File: src/rtl/pipeline_pkg.sv
// Shared pipeline definitions: reset/bubble constants and the prefetch entry payload.
//   NOP           : bubble instruction (sll $0,$0,0)
//   RESET_PC      : first word address fetched after reset
//   fetch_entry_t : {instr, pc1} pair carried from fetch to IF/ID
package pipeline_pkg;

  localparam int unsigned XLEN = 32;

  localparam logic [XLEN-1:0] NOP      = 32'h0000_0000;
  localparam logic [XLEN-1:0] RESET_PC = 32'h0000_0000;

  typedef struct packed {
    logic [XLEN-1:0] instr;
    logic [XLEN-1:0] pc1;
  } fetch_entry_t;

endpackage

File: src/rtl/fetch_queue.sv
// DEPTH-entry synchronous FIFO holding fetched {instr, pc1} entries.
//   clk, rst_n : clock, async active-low reset
//   push_i     : write wdata_i (ignored when full)
//   pop_i      : advance head (ignored when empty)
//   flush_i    : empty the queue; dominates push and pop
//   rdata_o    : current head entry
//   count_o    : occupancy, full_o / empty_o status
module fetch_queue
  import pipeline_pkg::*;
#(
  parameter int unsigned DEPTH = 2
) (
  input  logic                     clk,
  input  logic                     rst_n,
  input  logic                     push_i,
  input  logic                     pop_i,
  input  logic                     flush_i,
  input  fetch_entry_t             wdata_i,
  output fetch_entry_t             rdata_o,
  output logic [$clog2(DEPTH):0]   count_o,
  output logic                     full_o,
  output logic                     empty_o
);

  localparam int unsigned PTR_W = $clog2(DEPTH);
  localparam int unsigned CNT_W = PTR_W + 1;

  fetch_entry_t     mem_q [DEPTH];
  logic [PTR_W-1:0] wr_ptr_q, wr_ptr_d;
  logic [PTR_W-1:0] rd_ptr_q, rd_ptr_d;
  logic [CNT_W-1:0] count_q,  count_d;
  logic             push_ok, pop_ok;

  assign full_o  = (count_q == CNT_W'(DEPTH));
  assign empty_o = (count_q == '0);
  assign count_o = count_q;
  assign rdata_o = mem_q[rd_ptr_q];

  assign push_ok = push_i & ~full_o & ~flush_i;
  assign pop_ok  = pop_i & ~empty_o & ~flush_i;

  // Pointer/occupancy next state; pointers wrap naturally since DEPTH is a power of two
  always_comb begin
    wr_ptr_d = wr_ptr_q;
    rd_ptr_d = rd_ptr_q;
    count_d  = count_q;
    if (flush_i) begin
      wr_ptr_d = '0;
      rd_ptr_d = '0;
      count_d  = '0;
    end else begin
      if (push_ok) wr_ptr_d = wr_ptr_q + PTR_W'(1);
      if (pop_ok)  rd_ptr_d = rd_ptr_q + PTR_W'(1);
      case ({push_ok, pop_ok})
        2'b10:   count_d = count_q + CNT_W'(1);
        2'b01:   count_d = count_q - CNT_W'(1);
        default: count_d = count_q;
      endcase
    end
  end

  always_ff @(posedge clk or negedge rst_n) begin
    if (!rst_n) begin
      wr_ptr_q <= '0;
      rd_ptr_q <= '0;
      count_q  <= '0;
    end else begin
      wr_ptr_q <= wr_ptr_d;
      rd_ptr_q <= rd_ptr_d;
      count_q  <= count_d;
    end
  end

  // Storage needs no reset: entries are only read when counted as valid
  always_ff @(posedge clk) begin
    if (push_ok) mem_q[wr_ptr_q] <= wdata_i;
  end

endmodule

File: src/rtl/instruction_fetch_stage.sv
// MIPS fetch front end: program counter, instruction-memory req/ack port,
// prefetch queue and the IF/ID register feeding decode.
//   CLK, RSTn          : clock, async active-low reset
//   Stall              : hold IF/ID, no pop (fetch continues until full)
//   PCsrc, inMUX       : redirect to inMUX when not stalled; flushes the queue
//   IMemReq/IMemAddr   : read request and word address (FPC)
//   IMemAck/IMemData   : memory accept and same-cycle instruction word
//   Instruction1, PC1  : IF/ID instruction and its address + 1
//   QueueCount         : prefetch queue occupancy
module instruction_fetch_stage
  import pipeline_pkg::*;
#(
  parameter int unsigned DEPTH    = 2,
  parameter logic [31:0] RESET_PC = pipeline_pkg::RESET_PC,
  parameter logic [31:0] NOP      = pipeline_pkg::NOP
) (
  input  logic                   CLK,
  input  logic                   RSTn,
  input  logic                   Stall,
  input  logic                   PCsrc,
  input  logic [31:0]            inMUX,
  output logic                   IMemReq,
  output logic [31:0]            IMemAddr,
  input  logic                   IMemAck,
  input  logic [31:0]            IMemData,
  output logic [31:0]            Instruction1,
  output logic [31:0]            PC1,
  output logic [$clog2(DEPTH):0] QueueCount
);

  logic [31:0]  fpc_q,   fpc_d;
  logic [31:0]  instr_q, instr_d;
  logic [31:0]  pc1_q,   pc1_d;
  logic         q_push, q_pop, q_flush;
  logic         q_full, q_empty;
  logic         ack_fire;
  fetch_entry_t q_head, q_wdata;

  // Request depends only on registered occupancy, never on Stall/PCsrc
  assign IMemReq      = ~q_full;
  assign IMemAddr     = fpc_q;
  assign ack_fire     = IMemReq & IMemAck;
  assign Instruction1 = instr_q;
  assign PC1          = pc1_q;

  assign q_wdata = '{instr: IMemData, pc1: fpc_q + 32'd1};

  fetch_queue #(.DEPTH(DEPTH)) u_queue (
    .clk     (CLK),
    .rst_n   (RSTn),
    .push_i  (q_push),
    .pop_i   (q_pop),
    .flush_i (q_flush),
    .wdata_i (q_wdata),
    .rdata_o (q_head),
    .count_o (QueueCount),
    .full_o  (q_full),
    .empty_o (q_empty)
  );

  // Stall > redirect > normal advance; a redirect discards any word acked this cycle
  always_comb begin
    fpc_d   = fpc_q;
    instr_d = instr_q;
    pc1_d   = pc1_q;
    q_push  = 1'b0;
    q_pop   = 1'b0;
    q_flush = 1'b0;
    if (Stall) begin
      q_push = ack_fire;
      if (ack_fire) fpc_d = fpc_q + 32'd1;
    end else if (PCsrc) begin
      q_flush = 1'b1;
      fpc_d   = inMUX;
      instr_d = NOP;
    end else begin
      q_push = ack_fire;
      if (ack_fire) fpc_d = fpc_q + 32'd1;
      if (!q_empty) begin
        q_pop   = 1'b1;
        instr_d = q_head.instr;
        pc1_d   = q_head.pc1;
      end else begin
        instr_d = NOP;
      end
    end
  end

  always_ff @(posedge CLK or negedge RSTn) begin
    if (!RSTn) begin
      fpc_q   <= RESET_PC;
      instr_q <= NOP;
      pc1_q   <= 32'd0;
    end else begin
      fpc_q   <= fpc_d;
      instr_q <= instr_d;
      pc1_q   <= pc1_d;
    end
  end

endmodule
File: config.mk
export PLATFORM = sky130hd
export DESIGN_NAME = instruction_fetch_stage
export DESIGN_NICKNAME = d
export VERILOG_FILES = /design/src/rtl/pipeline_pkg.sv /design/src/rtl/fetch_queue.sv /design/src/rtl/instruction_fetch_stage.sv
export SDC_FILE = /design/constraint.sdc
export NUM_CORES = 1
export LEC_CHECK = 0
export BUFFER_PORTS_ARGS = -buffer_cell sky130_fd_sc_hd__buf_2
export CAP_MARGIN = 10
export CORE_UTILIZATION = 35
export CTS_CLUSTER_DIAMETER = 200
export DETAILED_ROUTE_END_ITERATION = 8
export PLACE_DENSITY = 0.58
export SYNTH_ARGS = -nofsm -noshare
export SYNTH_HDL_FRONTEND = slang
export SYNTH_SLANG_ARGS = --single-unit
File: constraint.sdc
create_clock -name CLK -period 7.1 [get_ports CLK]
set_clock_uncertainty 0.05 [all_clocks]
set_input_delay 0.355 -clock CLK [delete_from_list [all_inputs] [get_ports CLK]]
set_output_delay 0.355 -clock CLK [all_outputs]
set_load 0.01 [all_outputs]
======== Word level (Yosys, flattened, before mapping) ========
Memories as Yosys holds them, arrays and structs flattened.
Cells that the tools add are included.
operators by class
  add/subtract/negate cells ............... 5
  equality and inequality tests ........... 3
  muxes and demuxes ....................... 20
  bitwise gates (word level) .............. 10
  reduce and logical (&&, ||, !) cells .... 5
operator list
  kind                                                  count
  two-way mux 32 bit                                    5
  adder 32 x 1 -> 32 bit (second input constant)        1
  two-way mux 1 bit                                     13
  AND 1 bit                                             5
  inverter 1 bit                                        5
  equality test 2 bit (second input constant)           2
  case mux 2 bit (2 select lines)                       1
  nonzero test 2 bit                                    2
  AND reduction 3 bit                                   1
  nonzero test 3 bit                                    1
  adder 1 bit (second input constant)                   2
  adder 2 x 1 -> 2 bit (second input constant)          1
  equality test 2 x 1 -> 1 bit (second input constant)  1
  logical NOT 2 bit                                     1
  two-way mux 2 bit                                     1
  subtractor 2 x 1 -> 2 bit (second input constant)     1
storage, ports and cells
  register bits after elaboration ......... 100
  bits in writable memories ............... 128
  input bits .............................. 69
  output and inout bits ................... 99
  logic and storage cells ................. 50
  memories ................................ 1
memory list
  name           words  bits a word  read ports  clocked after Yosys merged registers in  write ports  line               RTL
  u_queue.mem_q  2      64           1           0                                        1            fetch_queue.sv:28  fetch_entry_t mem_q [DEPTH];

======== Longest topological paths before layout ========
  word-level depth ........................ 10
  gate-level depth with buffers ........... 7
  depth with buffers taken out ............ 6

======== By module ========
From an unflattened synthesis, not the netlist that was laid out.
second synthesis, totals
  cells, all modules ...................... 653
  area, all modules ....................... 9461.6 µm²
modules (own cells, without submodules)
  module                   instances  cells each  area an instance (µm²)  sequential area each (µm²)
  fetch_queue              1          224         4819.6                  3943.8
  instruction_fetch_stage  1          429         4642.0                  2402.3

======== Least setup slack after synthesis ========
No wires, ideal clock.
  path kind ............................... in2reg
  start point ............................. in Stall
  end point ............................... mem u_queue.mem_q[0][0] (netlist name), enable pin
  setup time .............................. 0.565 ns
  arrival time ............................ 5.509 ns
  data required time ...................... 6.485 ns
  slack ................................... 0.976 ns
  stages .................................. 5
  buffers on the path ..................... 3
  cells stage by stage .................... clkbuf_1 > nor2b_1 > clkbuf_1 > clkbuf_1 > nor3_1
on the way
  cells in the longest elaborated chain, start to end .. 5
  elaborated cells on any way between the ends .. 7
  classes of those cells .................. 4 x mux; 3 x bitwise
ends and longest elaborated chain
  element                                             line                           RTL
  start: declaration                                  instruction_fetch_stage.sv:19  input logic Stall,
  two-way mux 1 bit                                   instruction_fetch_stage.sv:69  if (Stall) begin
  AND 1 bit / inverter 1 bit (equally long branches)  fetch_queue.sv:39              assign push_ok = push_i & ~full_o & ~flush_i;
  AND 1 bit *                                         fetch_queue.sv:39
  two-way mux 1 bit *                                 fetch_queue.sv:76              if (push_ok) mem_q[wr_ptr_q] <= wdata_i;
  two-way mux 1 bit (not written as such) *           fetch_queue.sv:76
  end: declaration                                    fetch_queue.sv:28
Mark *: on every way between the ends. The rest lies on a longest branch, timed or not.

======== Worst setup path after layout ========
  start point ............................. reg u_queue.count_q[0], in the netlist u_queue.count_o[0]
  end point ............................... mem u_queue.mem_q[1][49] (netlist name), enable pin
on the way
  cells in the longest elaborated chain, start to end .. 9
ends and longest elaborated chain
  element                                    line                                              RTL
  start: declaration                         fetch_queue.sv:31                                 logic [CNT_W-1:0] count_q, count_d;
  start signal: assignment                   fetch_queue.sv:70                                 count_q <= count_d;
  equality test 2 bit *                      fetch_queue.sv:34                                 assign full_o = (count_q == CNT_W'(DEPTH));
  inverter 1 bit *                           fetch_queue.sv:39, instruction_fetch_stage.sv:40
  AND 1 bit                                  instruction_fetch_stage.sv:42                     assign ack_fire = IMemReq & IMemAck;
  two-way mux 1 bit                          instruction_fetch_stage.sv:72                     end else if (PCsrc) begin
  two-way mux 1 bit                          instruction_fetch_stage.sv:69
  AND 1 bit * (2 in a row)                   fetch_queue.sv:39
  two-way mux 1 bit *                        fetch_queue.sv:76
  two-way mux 1 bit (not written as such) *  fetch_queue.sv:76
Marks and branches as above.

==> key figures <==
Drt
  • Routed wire per std cell: 16.3 µm
  • DR iter-0 viols: 327
  • DR vias: 5995
  • Detailed Routing Iterations Pass 1: 4
  • Remaining DRCs: 0
  • ANT nets after route: 0
  • Post-Route WL: 20900 µm
  • Vias per cell: 4.68

Yosys
  • Main synth FF type: edfxtp_1
  • Syn_area_per_cell: 13.0 µm²
  • Synthesized flop and latch total: 228
  • Share of the synthesized area in the top cell type: 41.6%
  • Sequential cell area fraction in the yosys report: 68.7%
  • Synthesized Nets: 783
  • Post-Syn Instances: 713
  • Synth top area cells: edfxtp_1 (42%), dfrtp_1 (27%), mux2i_1 (7.0%), nand2_1 (5.0%), o21ai_0 (4.8%)
  • Post-synth EDFFs: 128
  • Most frequent cells after synthesis: edfxtp_1 (128), nand2_1 (123), dfrtp_1 (100)
  • Top-count cell post-synth: edfxtp_1
  • Synthesized area: 0.00924 mm²
  • Synth cell types: 39
  • Leading area contributor after synthesis: edfxtp_1
  • Synth Warn #: 0
  • Post-synthesis async set-or-reset flop share: 43.9%

Place
  • Hpwl dp: 13600 µm
  • Placer Congestion: 0.876
  • Port bufs: 167
  • DP Area: 0.0104 mm²

Layout
  • FF+latch area: 0.00635 mm²
  • P&R area growth vs syn: 27.4%
  • Final-stage net count: 996
  • Filler instances: 2437
  • Design area: 0.0118 mm²
  • Diode count: 0
  • Multi-input gate area: 0.00276 mm²
  • Layout cells sized above 1: 23.7%

Worst setup path
  • Crit Path Class: flip-flop to flip-flop
  • Startpoint types: flip-flop
  • Crit path DAT: 2.97 ns
  • CP endpoint kind: flip-flop
  • Buf+Inv Stages, Crit Path: 0
  • FF-to-FF setup slack: 4.22 ns
  • CP max FO: 64
  • CP max stage cell: and3_4
  • Crit-path cells: nand2b_1, and2_1, and3_4
  • Delay-heaviest family, CP: simple AND/OR/NAND/NOR gates
  • Crit path largest cell delay: 0.95 ns
  • Critical Path RT: 7.19 ns

Floorplanning
  • Core ar.: 0.0260 mm²
  • Placement Rows: 59
  • Die width: 165 µm
  • Starting Density: 35.6%
  • Die footprint: 0.0271 mm²
  • Die height: 165 µm
  • IO Count: 168

CTS
  • Clock transition at the registers of the reported paths: 0.06 ns
  • Buffer count from post-CTS setup fixing: 0
  • Clock Path Buffers: 3
  • CTS sink count: 228
  • Worst-Skew Late Latency: 0.51 ns
  • CTS buffer count: 25
  • Root Buffer: clkbuf_16
  • CTS tree: yes
  • Htree depth: 1

Timing
  • Hold Fails Final Rpt: 0
  • RSZ-0062 raised after global routing: false
  • Min Clock Period, post-route: 2.88 ns
  • Final Max Slew Viols: 0
  • Setup Total Neg Slack: 0 ns
  • Setup violations, final: 0
  • Period utilization: 40.6%
  • F_max: 347 MHz
  • Tightest Pin Transition: 1.20 ns
  • Slew headroom: 19.4%

Global routing
  • Largest net degree at the start of global routing: 100
  • Vias in the first global route: 5711
  • Antenna violations before repair: 0
  • First-pass GRT wire length: 31900 µm
  • GRT Max-Usage Layer: met2
  • Global route overflow: 0
  • Met3 Use GR: 3.01%
  • GRT Total Usage: 15.4%
  • Met1 usage: 21.5%
  • M2 GR Usage: 24.3%

Pwr
  • Maximum vdd drop: 0.000193 V
  • Power Dens Cells: 352 mW/mm²
  • Leakage: 0.00475 µW

Outcome
  • Outcome: completed

Job
  • Maxcap violations: 0

Worst hold path
  • HP Class: primary input to flip-flop
-- tightest hold or removal path: cells and delay by family --
family / cells / cell delay (ns)
buffers and inverters: 1 / 0.07
AOI/OAI and AO/OA: 1 / 0.06
and+or+nand+nor: 1 / 0.05
-- kinds of logic after synthesis --
family                   synth area share, %
flip-flops                              68.7
AND/OR/NAND/NOR                         10.9
AO/OA/AOI/OAI                           5.51
multiplexers                            7.04
XOR/XNOR                                5.97
buffers and inverters                   1.79
adder cells (fa/ha/maj)                0.135
-- what timing repair did --
action	4_1_cts	5_1_grt
setup endpoints to repair	0	0
resized for setup	0	0
hold buffers	53	0
hold endpoints to repair	112	0
-- cell type report --
class                   instances  area share [%]
clock buffers                  40            6.39
clock inverters                 6           0.691
inverters                       2          0.0637
multi-input cells             444            23.4
flip-flops and latches        228            53.9
well taps                     335            3.56
repair buffers                225            11.9
-- metal layers --
| metal | up-vias | part of all wire [%] |
|---|---|---|
| met4 | 0 | 2.4 |
| met1 | 2828 | 46 |
| li1 | 2968 | - |
| met5 | - | 0 |
| met2 | 163 | 46 |
| met3 | 36 | 6.0 |
-- flip-flops by register name, indices dropped and copies added (netlist names) --
name and cells:
u_queue.rd_ptr_q 1, Instruction1 32, u_queue.count_o 2, IMemAddr 32, u_queue.mem_q 128, PC1 32
u_queue.wr_ptr_q 1
-- final timing paths --
kind	start	to	depth (start not counted)
setup / recovery	u_queue.count_o[0]	u_queue.mem_q[1][49]	3
hold / removal	inMUX[5]	IMemAddr[5]	3
setup reg to reg	u_queue.count_o[0]	u_queue.mem_q[1][49]	3
hold reg to reg	PC1[30]	PC1[30]	2
max in group asynchronous	RSTn	u_queue.rd_ptr_q	3
min in group asynchronous	RSTn	Instruction1[10]	2
-- power breakdown --
| group | internal (µW) | total (µW) | switching, µW |
|---|---|---|---|
| Combinational | 375 | 910 | 534 |
| Clock | 794 | 1290 | 501 |
| Sequential | 1750 | 1940 | 197 |
| Total | 2910 | 4150 | 1230 |
-- per-stage QoR --
| stage | util [%] | std cells | setup slack (ns) | power [µW] | hold slack, ns |
|---|---|---|---|---|---|
| final | 45.3 | 1280 | 4.22 | 4150 | 0.0132 |
| after global routing | 45.3 | 1280 | 3.99 | 4380 | 0.0234 |
| after detailed placement | 40.1 | 1181 | 4.16 | 2880 | 0.256 |
| after CTS | 45.3 | 1280 | 4.15 | 4210 | 0.00373 |
| after global placement | 40.1 | 1181 | 4.21 | 2860 | 0.256 |
| after floorplan | - | 713 | 0.976 | 2490 | 0.00941 |
-- placed cells by master, fill, tap and decap left out, drive strengths merged, types with 20 or more instances in the layout --
cell type    synthesis  final
buf                 10    172
edfxtp             128    128
nand2              123    123
dfrtp              100    100
o21ai               97     97
mux2i               65     65
dlygate4sd3          0     53
clkbuf              29     40
xor2                35     35
xnor2               28     28
nor2                20     20
No activity file was read; power rests on OpenSTA's default activity.
